## src/rtl/multicycle_pkg.sv

```systemverilog
// Shared encodings for the multicycle controller: FSM states, opcodes, ALU codes and mux selects.
package multicycle_pkg;

    typedef enum logic [3:0] {
        StFetch,
        StDecode,
        StMemAdr,
        StMemRead,
        StMemWb,
        StMemWrite,
        StExecuteR,
        StExecuteI,
        StAluWb,
        StBeq,
        StJal,
        StTrap
    } state_e;

    localparam logic [6:0] OpLoad  = 7'b0000011;
    localparam logic [6:0] OpStore = 7'b0100011;
    localparam logic [6:0] OpRType = 7'b0110011;
    localparam logic [6:0] OpIType = 7'b0010011;
    localparam logic [6:0] OpBeq   = 7'b1100011;
    localparam logic [6:0] OpJal   = 7'b1101111;

    localparam logic [2:0] AluAdd = 3'b000;
    localparam logic [2:0] AluSub = 3'b001;
    localparam logic [2:0] AluAnd = 3'b010;
    localparam logic [2:0] AluOr  = 3'b011;
    localparam logic [2:0] AluSlt = 3'b101;

    localparam logic [1:0] AluOpAdd   = 2'b00;
    localparam logic [1:0] AluOpSub   = 2'b01;
    localparam logic [1:0] AluOpFunct = 2'b10;

    localparam logic [1:0] ResultAluReg   = 2'b00;
    localparam logic [1:0] ResultReadData = 2'b01;
    localparam logic [1:0] ResultAluOut   = 2'b10;

    localparam logic [1:0] SrcAPc    = 2'b00;
    localparam logic [1:0] SrcAOldPc = 2'b01;
    localparam logic [1:0] SrcARs1   = 2'b10;

    localparam logic [1:0] SrcBRs2  = 2'b00;
    localparam logic [1:0] SrcBImm  = 2'b01;
    localparam logic [1:0] SrcBFour = 2'b10;

    localparam logic [1:0] ImmI = 2'b00;
    localparam logic [1:0] ImmS = 2'b01;
    localparam logic [1:0] ImmB = 2'b10;
    localparam logic [1:0] ImmJ = 2'b11;

endpackage

```

## src/rtl/multicycle_controller_if.sv

```systemverilog
// Datapath-facing signal bundle of the multicycle controller.
interface multicycle_controller_if;
    logic [6:0] opcode;
    logic [2:0] funct_3;
    logic [6:0] funct_7;
    logic       zero;
    logic       mem_ready;
    logic       pc_write;
    logic       adr_src;
    logic       ir_write;
    logic       mem_write;
    logic [1:0] result_src;
    logic [1:0] alu_src_a;
    logic [1:0] alu_src_b;
    logic [2:0] alu_ctrl;
    logic [1:0] imm_src;
    logic       reg_write;
    logic       illegal;

    // Datapath side: drives instruction fields and status, receives controls.
    modport master (
        output opcode, funct_3, funct_7, zero, mem_ready,
        input  pc_write, adr_src, ir_write, mem_write, result_src, alu_src_a, alu_src_b,
        input  alu_ctrl, imm_src, reg_write, illegal
    );

    // Controller side.
    modport slave (
        input  opcode, funct_3, funct_7, zero, mem_ready,
        output pc_write, adr_src, ir_write, mem_write, result_src, alu_src_a, alu_src_b,
        output alu_ctrl, imm_src, reg_write, illegal
    );
endinterface

```

## src/rtl/alu_decoder.sv

```systemverilog
// Maps the controller's coarse ALU request and instruction funct fields onto an alu_ctrl code.
module alu_decoder
    import multicycle_pkg::*;
(
    input  logic [1:0] alu_op,
    input  logic [2:0] funct_3,
    input  logic       funct_7_5,
    input  logic       opcode_5,
    output logic [2:0] alu_ctrl
);

    // Funct decode; only R-type (opcode[5]=1) with funct_7[5] selects subtract.
    always_comb begin
        alu_ctrl = AluAdd;
        case (alu_op)
            AluOpSub:   alu_ctrl = AluSub;
            AluOpFunct: begin
                case (funct_3)
                    3'b000:  alu_ctrl = (opcode_5 & funct_7_5) ? AluSub : AluAdd;
                    3'b010:  alu_ctrl = AluSlt;
                    3'b110:  alu_ctrl = AluOr;
                    3'b111:  alu_ctrl = AluAnd;
                    default: alu_ctrl = AluAdd;
                endcase
            end
            default:    alu_ctrl = AluAdd;
        endcase
    end

endmodule

```

## src/rtl/multicycle_controller.sv

```systemverilog
// Multicycle RISC-V style control FSM: Moore-decoded datapath controls with memory handshakes.
module multicycle_controller
    import multicycle_pkg::*;
(
    input logic                   clk,
    input logic                   rst_n,
    multicycle_controller_if.slave bus
);

    state_e     state_q, state_d;
    logic [1:0] alu_op;
    logic [2:0] alu_ctrl;
    logic       unused_funct_7;

    assign unused_funct_7 = ^{bus.funct_7[6], bus.funct_7[4:0]};

    // State register; reset drops straight back to fetch, even mid-wait.
    always_ff @(posedge clk or negedge rst_n) begin
        if (!rst_n) begin
            state_q <= StFetch;
        end else begin
            state_q <= state_d;
        end
    end

    // Next-state logic; mem_ready only matters in the three waiting states.
    always_comb begin
        state_d = state_q;
        unique case (state_q)
            StFetch:    if (bus.mem_ready) state_d = StDecode;
            StDecode: begin
                case (bus.opcode)
                    OpLoad, OpStore: state_d = StMemAdr;
                    OpRType:         state_d = StExecuteR;
                    OpIType:         state_d = StExecuteI;
                    OpBeq:           state_d = StBeq;
                    OpJal:           state_d = StJal;
                    default:         state_d = StTrap;
                endcase
            end
            StMemAdr:   state_d = (bus.opcode == OpLoad) ? StMemRead : StMemWrite;
            StMemRead:  if (bus.mem_ready) state_d = StMemWb;
            StMemWb:    state_d = StFetch;
            StMemWrite: if (bus.mem_ready) state_d = StFetch;
            StExecuteR: state_d = StAluWb;
            StExecuteI: state_d = StAluWb;
            StAluWb:    state_d = StFetch;
            StBeq:      state_d = StFetch;
            StJal:      state_d = StAluWb;
            StTrap:     state_d = StTrap;
            default:    state_d = StFetch;
        endcase
    end

    // Per-state control decode; fetch enables are gated off while reset is held.
    always_comb begin
        bus.pc_write   = 1'b0;
        bus.adr_src    = 1'b0;
        bus.ir_write   = 1'b0;
        bus.mem_write  = 1'b0;
        bus.result_src = ResultAluReg;
        bus.alu_src_a  = SrcAPc;
        bus.alu_src_b  = SrcBRs2;
        bus.reg_write  = 1'b0;
        bus.illegal    = 1'b0;
        alu_op         = AluOpAdd;
        unique case (state_q)
            StFetch: begin
                bus.pc_write   = bus.mem_ready & rst_n;
                bus.ir_write   = bus.mem_ready & rst_n;
                bus.result_src = ResultAluOut;
                bus.alu_src_a  = SrcAPc;
                bus.alu_src_b  = SrcBFour;
            end
            StDecode: begin
                bus.alu_src_a = SrcAOldPc;
                bus.alu_src_b = SrcBImm;
            end
            StMemAdr: begin
                bus.alu_src_a = SrcARs1;
                bus.alu_src_b = SrcBImm;
            end
            StMemRead: begin
                bus.adr_src = 1'b1;
            end
            StMemWb: begin
                bus.result_src = ResultReadData;
                bus.reg_write  = 1'b1;
            end
            StMemWrite: begin
                bus.adr_src   = 1'b1;
                bus.mem_write = 1'b1;
            end
            StExecuteR: begin
                bus.alu_src_a = SrcARs1;
                bus.alu_src_b = SrcBRs2;
                alu_op        = AluOpFunct;
            end
            StExecuteI: begin
                bus.alu_src_a = SrcARs1;
                bus.alu_src_b = SrcBImm;
                alu_op        = AluOpFunct;
            end
            StAluWb: begin
                bus.reg_write = 1'b1;
            end
            StBeq: begin
                bus.alu_src_a = SrcARs1;
                bus.alu_src_b = SrcBRs2;
                bus.pc_write  = bus.zero;
                alu_op        = AluOpSub;
            end
            StJal: begin
                bus.alu_src_a = SrcAOldPc;
                bus.alu_src_b = SrcBFour;
                bus.pc_write  = 1'b1;
            end
            StTrap: begin
                bus.illegal = 1'b1;
            end
            default: ;
        endcase
    end

    // Immediate format follows the opcode directly, independent of state.
    always_comb begin
        case (bus.opcode)
            OpStore: bus.imm_src = ImmS;
            OpBeq:   bus.imm_src = ImmB;
            OpJal:   bus.imm_src = ImmJ;
            default: bus.imm_src = ImmI;
        endcase
    end

    alu_decoder u_alu_decoder (
        .alu_op    (alu_op),
        .funct_3   (bus.funct_3),
        .funct_7_5 (bus.funct_7[5]),
        .opcode_5  (bus.opcode[5]),
        .alu_ctrl  (alu_ctrl)
    );

    assign bus.alu_ctrl = alu_ctrl;

endmodule

```

## src/flat_wrapper.sv

```systemverilog
// flat-port wrapper written by rule: the top's interface ports become plain ports
module multicycle_controller_flat import multicycle_pkg::*;
  (clk, rst_n, bus_opcode, bus_funct_3, bus_funct_7, bus_zero, bus_mem_ready, bus_pc_write, bus_adr_src, bus_ir_write, bus_mem_write, bus_result_src, bus_alu_src_a, bus_alu_src_b, bus_alu_ctrl, bus_imm_src, bus_reg_write, bus_illegal);
  multicycle_controller_if bus_i ();
  input logic clk;
  input logic rst_n;
  input wire logic [$bits(bus_i.opcode)-1:0] bus_opcode;
  input wire logic [$bits(bus_i.funct_3)-1:0] bus_funct_3;
  input wire logic [$bits(bus_i.funct_7)-1:0] bus_funct_7;
  input wire logic [$bits(bus_i.zero)-1:0] bus_zero;
  input wire logic [$bits(bus_i.mem_ready)-1:0] bus_mem_ready;
  output wire logic [$bits(bus_i.pc_write)-1:0] bus_pc_write;
  output wire logic [$bits(bus_i.adr_src)-1:0] bus_adr_src;
  output wire logic [$bits(bus_i.ir_write)-1:0] bus_ir_write;
  output wire logic [$bits(bus_i.mem_write)-1:0] bus_mem_write;
  output wire logic [$bits(bus_i.result_src)-1:0] bus_result_src;
  output wire logic [$bits(bus_i.alu_src_a)-1:0] bus_alu_src_a;
  output wire logic [$bits(bus_i.alu_src_b)-1:0] bus_alu_src_b;
  output wire logic [$bits(bus_i.alu_ctrl)-1:0] bus_alu_ctrl;
  output wire logic [$bits(bus_i.imm_src)-1:0] bus_imm_src;
  output wire logic [$bits(bus_i.reg_write)-1:0] bus_reg_write;
  output wire logic [$bits(bus_i.illegal)-1:0] bus_illegal;
  assign bus_i.opcode = bus_opcode;
  assign bus_i.funct_3 = bus_funct_3;
  assign bus_i.funct_7 = bus_funct_7;
  assign bus_i.zero = bus_zero;
  assign bus_i.mem_ready = bus_mem_ready;
  assign bus_pc_write = bus_i.pc_write;
  assign bus_adr_src = bus_i.adr_src;
  assign bus_ir_write = bus_i.ir_write;
  assign bus_mem_write = bus_i.mem_write;
  assign bus_result_src = bus_i.result_src;
  assign bus_alu_src_a = bus_i.alu_src_a;
  assign bus_alu_src_b = bus_i.alu_src_b;
  assign bus_alu_ctrl = bus_i.alu_ctrl;
  assign bus_imm_src = bus_i.imm_src;
  assign bus_reg_write = bus_i.reg_write;
  assign bus_illegal = bus_i.illegal;
  multicycle_controller u_core (.clk(clk), .rst_n(rst_n), .bus(bus_i));
endmodule
```

## config.mk

```make
export PLATFORM = sky130hd
export DESIGN_NAME = multicycle_controller_flat
export DESIGN_NICKNAME = d
export VERILOG_FILES = /design/src/rtl/multicycle_pkg.sv /design/src/rtl/multicycle_controller_if.sv /design/src/rtl/alu_decoder.sv /design/src/rtl/multicycle_controller.sv /design/src/flat_wrapper.sv
export SDC_FILE = /design/constraint.sdc
export NUM_CORES = 1
export LEC_CHECK = 0
export CAP_MARGIN = 20
export CORE_MARGIN = 5
export CORE_UTILIZATION = 38
export CTS_BUF_LIST = sky130_fd_sc_hd__clkbuf_4
export DETAILED_ROUTE_END_ITERATION = 6
export PLACE_DENSITY = 0.82
export RECOVER_POWER = 50
export SLEW_MARGIN = 10
export SYNTH_ARGS = -nofsm -noshare
export SYNTH_HDL_FRONTEND = slang
export SYNTH_SLANG_ARGS = --single-unit
```

## constraint.sdc

```tcl
create_clock -name clk -period 2.35 [get_ports clk]
set_input_delay 0.705 -clock clk [delete_from_list [all_inputs] [get_ports clk]]
set_output_delay 0.705 -clock clk [all_outputs]
set_load 0.02 [all_outputs]
```

==> impl_metrics.env, run 1 <==
export IMPL_run_status="complete, but fails checks"
export IMPL_violations="setup timing"
export IMPL_fin_util=0.801
export IMPL_routed_wl_mm=2.74
export IMPL_synthToLayoutAreaGrowth_pct=96.8
export IMPL_clock_sinks=4
export IMPL_r2r_setup_slack_ns=0.08
export IMPL_cp_required_ns=1.64
export IMPL_mostFrequentLayoutCell="buf_4"
export IMPL_power_switching_mw=0.691
export IMPL_reg2reg_from="u_core.state_q[2]"
export IMPL_reg2regPathDepth=14
export IMPL_port_buffers=31
export IMPL_setup_ws_ns=-0.0765
export IMPL_synth_edf_count=0
export IMPL_cap_viol_max_count=0
export IMPL_io_pins=38
export IMPL_pwr_share_seq=0.090
export IMPL_die_area_um2=2540
export IMPL_largest_registers="u_core.state_q x4"
export IMPL_clkPwrFrac=0.062
export IMPL_drive_gt1_frac=0.418
export IMPL_wl_per_cell_um=16.2
export IMPL_min_period_ns=2.43
export IMPL_setup_violations=1
export IMPL_layout_common_cells="buf_4 (37), dlygate4sd2_1 (17), nor2_1 (9)"
export IMPL_yosysSeqAreaShare=0.161
export IMPL_cp_data_arrival_time_ns=1.72
export IMPL_rsz0062_at_grt="yes"
export IMPL_antennaDiodeCount=0
export IMPL_dp_final_hpwl_mm=1.79
export IMPL_route_detailed_drc=0
export IMPL_ys_types=38
export IMPL_critPathMaxFanout=3
export IMPL_largest_register="u_core.state_q"
export IMPL_largest_register_ffs=4
export IMPL_overflow=0
export IMPL_yosysWarnings=0
export IMPL_drt_antenna_violating_nets=0
export IMPL_initial_core_util=0.407
export IMPL_worst_hold_path_type="in2async"
export IMPL_antenna_found_initial=0
export IMPL_grt_pass1_vias=980
export IMPL_first_pass_iters=4
export IMPL_core_area_um2=1520
export IMPL_grt_pass1_wl_mm=4.28
export IMPL_synth_area_um2=621
export IMPL_die_h_um=50.4
export IMPL_grt_max_degree=16
export IMPL_globalplace_congestion=0.896
export IMPL_dieWidth_um=50.4
export IMPL_reg2reg_to="u_core.state_q[2]"
export IMPL_vias=953
export IMPL_p_leak_nw=0.613
export IMPL_cts_tree="done"
export IMPL_ir_drop_mv=0.816
export IMPL_slew_viol_final=0
export IMPL_grt_usage=0.218
export IMPL_synthArstFlopShare=1.00
export IMPL_syn_area_per_cell_um2=6.90
export IMPL_worstSetupPathType="reg2out"
export IMPL_power_density_nw_per_um2=1160
export IMPL_swShare=0.486
export IMPL_fin_nets=178
export IMPL_clkLatencyLatePin_ns=0.24
export IMPL_numCtsBuffers=3
export IMPL_fill_cells=110
export IMPL_synth_main_ff_cell="dfrtp_1"
export IMPL_fin_cells=169
export IMPL_synth_area_leader_cell="dfrtp_1"
export IMPL_worstSetupStartpointType="flip-flop"
export IMPL_fmax_mhz=412
export IMPL_drtIter0Drc=42
export IMPL_yosysTopAreaCellShare=0.161
export IMPL_total_power_mw=1.42
export IMPL_viasPerCell=5.64
export IMPL_dp_cells=158
export IMPL_cellInternalPower_mw=0.731
export IMPL_tightestPinTransition_ns=0.528
export IMPL_syn_num_nets=113
export IMPL_crit_path_end_kind="output port"
export IMPL_ctsHtreeMaxLevel=1
export IMPL_clk_pin_slew_ns=0.04
export IMPL_hold_buffers=0
export IMPL_clockBufferDepth=2
export IMPL_synthTopCellsByArea="dfrtp_1 (16%), nor2_1 (7.3%), xor2_1 (5.6%)"
export IMPL_skew_ns=0.00414
export IMPL_hold_viol=0
export IMPL_pre_cts_slack_ns=-0.688
export IMPL_postSynthCellCount=90
export IMPL_min_period_over_period=1.03
export IMPL_combPwrFrac=0.848
export IMPL_max_slew_margin=0.645
export IMPL_ys_ff_latch=4
export IMPL_cts_root_buffer="clkbuf_4"
export IMPL_rows=14
power groups by stage:
stage | registers, mW | logic (mW) | clock network [mW]
after CTS | 0.120 | 1.10 | 0.0883
final | 0.128 | 1.21 | 0.0886
after detailed placement | 0.121 | 1.10 | 0
after global routing | 0.133 | 1.30 | 0.0891
after global placement | 0.118 | 1.06 | 0
after floorplan | 0.121 | 0.595 | 0
metal layers:
layer,global-route usage,share of wire
met5,0,0
met4,0.153,0.051
met3,0.0148,0.057
met2,0.385,0.54
met1,0.245,0.35
synth_stat cells (2+ instances only):
master	number
nor2b_1	4
nor2_1	12
nor3_1	4
buf_2	2
inv_1	6
nor4_1	2
nand2_1	9
a21oi_1	6
a31o_2	2
dfrtp_1	4
xor2_1	4
buf_1	2
and2_1	2
nand2b_1	3
a31oi_1	2
nand3_1	2
o211ai_1	2
ha_1	2
layout make-up:
cell class	count	area [um2]	share of cell area
repair buffers	65	512	0.419
well taps	16	20.0	0.0164
flip-flops and latches	4	100	0.0820
inverters	6	22.5	0.0184
multi-input cells	75	544	0.446
clock buffers	3	22.5	0.0184
metrics by stage:
step	hold WS, ns	TNS, ns	cell area (um2)
2_1_floorplan	0.409	-0.132	632
3_3_place_gp	0.699	-3.76	1140
3_5_place_dp	0.714	-4.07	1140
4_1_cts	0.501	-0.118	1170
5_1_grt	0.592	-0.178	1220
6_report	0.527	-0.0765	1220
cells by family after synthesis:
kind of cell             count (synthesis)  share of synthesized area
AO/OA/AOI/OAI                           22                      0.256
flip-flops                               4                      0.161
adder cells (fa/ha/maj)                  2                     0.0403
XOR/XNOR                                 4                     0.0564
AND/OR/NAND/NOR                         46                      0.397
multiplexers                             1                     0.0181
buffers and inverters                   11                     0.0706
worst max path at each step:
stage,startpoint,to,cells after the start
after floorplan,u_core.state_q[2],bus_alu_ctrl[2],5
after global placement,bus_opcode[2],bus_imm_src[0],4
after detailed placement,bus_opcode[2],bus_imm_src[0],4
after CTS,u_core.state_q[1],bus_alu_ctrl[2],5
after global routing,u_core.state_q[1],bus_alu_ctrl[2],5
final,u_core.state_q[1],bus_alu_ctrl[2],5
critical path, stage by stage (launching register included):
cell and delay (ns):
dfrtp_1 0.38, nand2b_4 0.15, or2_4 0.26, ha_4 0.26
nor4_4 0.23, buf_4 0.19
timing repair:
item | in CTS | in global routing
pin swaps | 7 | 5
hold endpoints to repair | 0 | 0
endpoints found under the setup margin | 17 | 11
resized for setup | 65 | 23
setup buffers | 8 | 0
(Power assumes the default switching activity.)
==> run 2, diff against run 1 <==
Settings changed: PLACE_DENSITY 0.82 to 0.88, RECOVER_POWER 50 to not set.
==> run 2 against run 1 <==
Compared with the run above:
- the flow still finishes with violations (setup timing)
- worst setup slack gained 0.049 ns
- largest cell class unchanged
- via count grew 0.84%
- non-clock buffer count shrank 2
- wire length grew 0.26%
- core utilization grew 3.3 points
- hold slack lost 0.042 ns
- largest power group unchanged
==> impl_metrics.env, run 2 (synthesis results as in run 1) <==
export IMPL_run_status="complete, but fails checks"
export IMPL_violations="setup timing"
export IMPL_cp_required_ns=1.64
export IMPL_power_density_nw_per_um2=1090
export IMPL_cts_root_buffer="clkbuf_4"
export IMPL_grt_pass1_wl_mm=4.17
export IMPL_dieWidth_um=50.4
export IMPL_dp_final_hpwl_mm=1.78
export IMPL_largest_register="u_core.state_q"
export IMPL_route_met2_wl_mm=1.41
export IMPL_total_power_mw=1.39
export IMPL_crit_path_end_kind="output port"
export IMPL_fin_nets=176
export IMPL_cap_viol_max_count=0
export IMPL_clk_pin_slew_ns=0.04
export IMPL_numCtsBuffers=3
export IMPL_fin_cells=167
export IMPL_mostFrequentLayoutCell="buf_4"
export IMPL_die_h_um=50.4
export IMPL_cts_tree="done"
export IMPL_port_buffers=31
export IMPL_hold_viol=0
export IMPL_rows=14
export IMPL_layout_common_cells="buf_4 (33), dlygate4sd2_1 (13), nor2_1 (9)"
export IMPL_critPathMaxFanout=4
export IMPL_fmax_mhz=421
export IMPL_clkLatencyLatePin_ns=0.25
export IMPL_p_leak_nw=0.624
export IMPL_drive_gt1_frac=0.477
export IMPL_setup_violations=2
export IMPL_min_period_ns=2.38
export IMPL_worstSetupStartpointType="flip-flop"
export IMPL_clock_sinks=4
export IMPL_io_pins=38
export IMPL_core_area_um2=1520
export IMPL_dp_cells=157
export IMPL_synthToLayoutAreaGrowth_pct=105
export IMPL_largest_register_ffs=4
export IMPL_antenna_found_initial=0
export IMPL_tightestPinTransition_ns=0.401
export IMPL_antennaDiodeCount=0
export IMPL_routed_wl_mm=2.75
export IMPL_rsz0062_at_grt="yes"
export IMPL_wl_met1_mm=1.01
export IMPL_worstSetupPathType="reg2out"
export IMPL_die_area_um2=2540
export IMPL_skew_ns=0.00571
export IMPL_drt_antenna_violating_nets=0
export IMPL_max_slew_margin=0.731
export IMPL_wl_per_cell_um=16.5
export IMPL_grt_usage=0.207
export IMPL_grt_pass1_vias=948
export IMPL_top_layer="met4"
export IMPL_route_detailed_drc=0
export IMPL_met3_length_um=173
export IMPL_vias=961
export IMPL_slew_viol_final=0
export IMPL_globalplace_congestion=0.834
export IMPL_overflow=0
export IMPL_clockBufferDepth=2
export IMPL_drtIter0Drc=24
export IMPL_fill_cells=98
export IMPL_grt_max_degree=16
export IMPL_largest_registers="u_core.state_q x4"
export IMPL_ctsHtreeMaxLevel=1
export IMPL_ir_drop_mv=0.921
export IMPL_cp_data_arrival_time_ns=1.67
export IMPL_min_period_over_period=1.01
export IMPL_setup_ws_ns=-0.0276
export IMPL_initial_core_util=0.407
export IMPL_first_pass_iters=4
export IMPL_worst_hold_path_type="in2async"
export IMPL_viasPerCell=5.75
run 2: cell count changes in the layout (fill, tap and decap cells not counted), sizes merged:
cell,delta
buf,-1
dlygate4sd2,-4
dlymetal6s2s,+1
clkbuf,-2
clkdlybuf4s15,+4
run 2: layout make-up:
| type | instances | area [um2] | area share |
|---|---|---|---|
| Sequential cell | 4 | 101 | 0.0797 |
| Clock buffer | 3 | 22.5 | 0.0177 |
| Inverter | 6 | 22.5 | 0.0177 |
| Tap cell | 16 | 20.0 | 0.0157 |
| Timing Repair Buffer | 63 | 537 | 0.422 |
| Multi-Input combinational cell | 75 | 568 | 0.447 |
run 2: final timing paths:
path / start / endpoint / slack (ns) / cells past startpoint
hold / removal: rst_n / u_core.state_q[2] / 0.49 / 2
max in group asynchronous: rst_n / u_core.state_q[3] / 1.76 / 2
min in group clk: u_core.state_q[1] / u_core.state_q[3] / 0.73 / 2
hold reg to reg: u_core.state_q[1] / u_core.state_q[3] / 0.73 / 2
setup / recovery: u_core.state_q[3] / bus_alu_ctrl[0] / -0.03 / 8
setup reg to reg: u_core.state_q[0] / u_core.state_q[2] / 0.94 / 6
run 2: timing repair:
item                       4_1_cts  5_1_grt
pin swaps                       10        7
resized for setup               71       27
cloned                           0        0
hold buffers                     0        0
buffers inserted                 7        0
setup endpoints to repair       17       11
run 2: critical path, stage by stage (launching register included):
cell and delay (ns):
dfrtp_2 0.44, buf_6 0.14, nor2b_4 0.09, and2_4 0.16
inv_1 0.04, ha_1 0.16, a31oi_1 0.16, nor2_1 0.08
buf_4 0.16
run 2: where the power goes:
part,internal [mW],total [mW],switching (mW)
Sequential,0.104,0.134,0.0293
Combinational,0.539,1.16,0.623
Clock,0.0576,0.0934,0.0357
run 2: stage by stage:
step	hold slack [ns]	setup slack (ns)	util	TNS, ns	cell area, um2
after floorplan	0.409	-0.132	-	-0.132	632
after global placement	0.699	-0.683	0.741	-3.86	1130
after detailed placement	0.715	-0.698	0.741	-4.15	1130
after CTS	0.501	-0.101	0.790	-0.117	1200
after global routing	0.519	-0.0746	0.834	-0.146	1270
final	0.485	-0.0276	0.834	-0.0467	1270
run 2: routing by layer:
metal | up-vias | track usage
li1 | 447 | -
met1 | 442 | 0.223
met2 | 53 | 0.397
met3 | 19 | 0.0178
met4 | 0 | 0.0979
met5 | - | 0
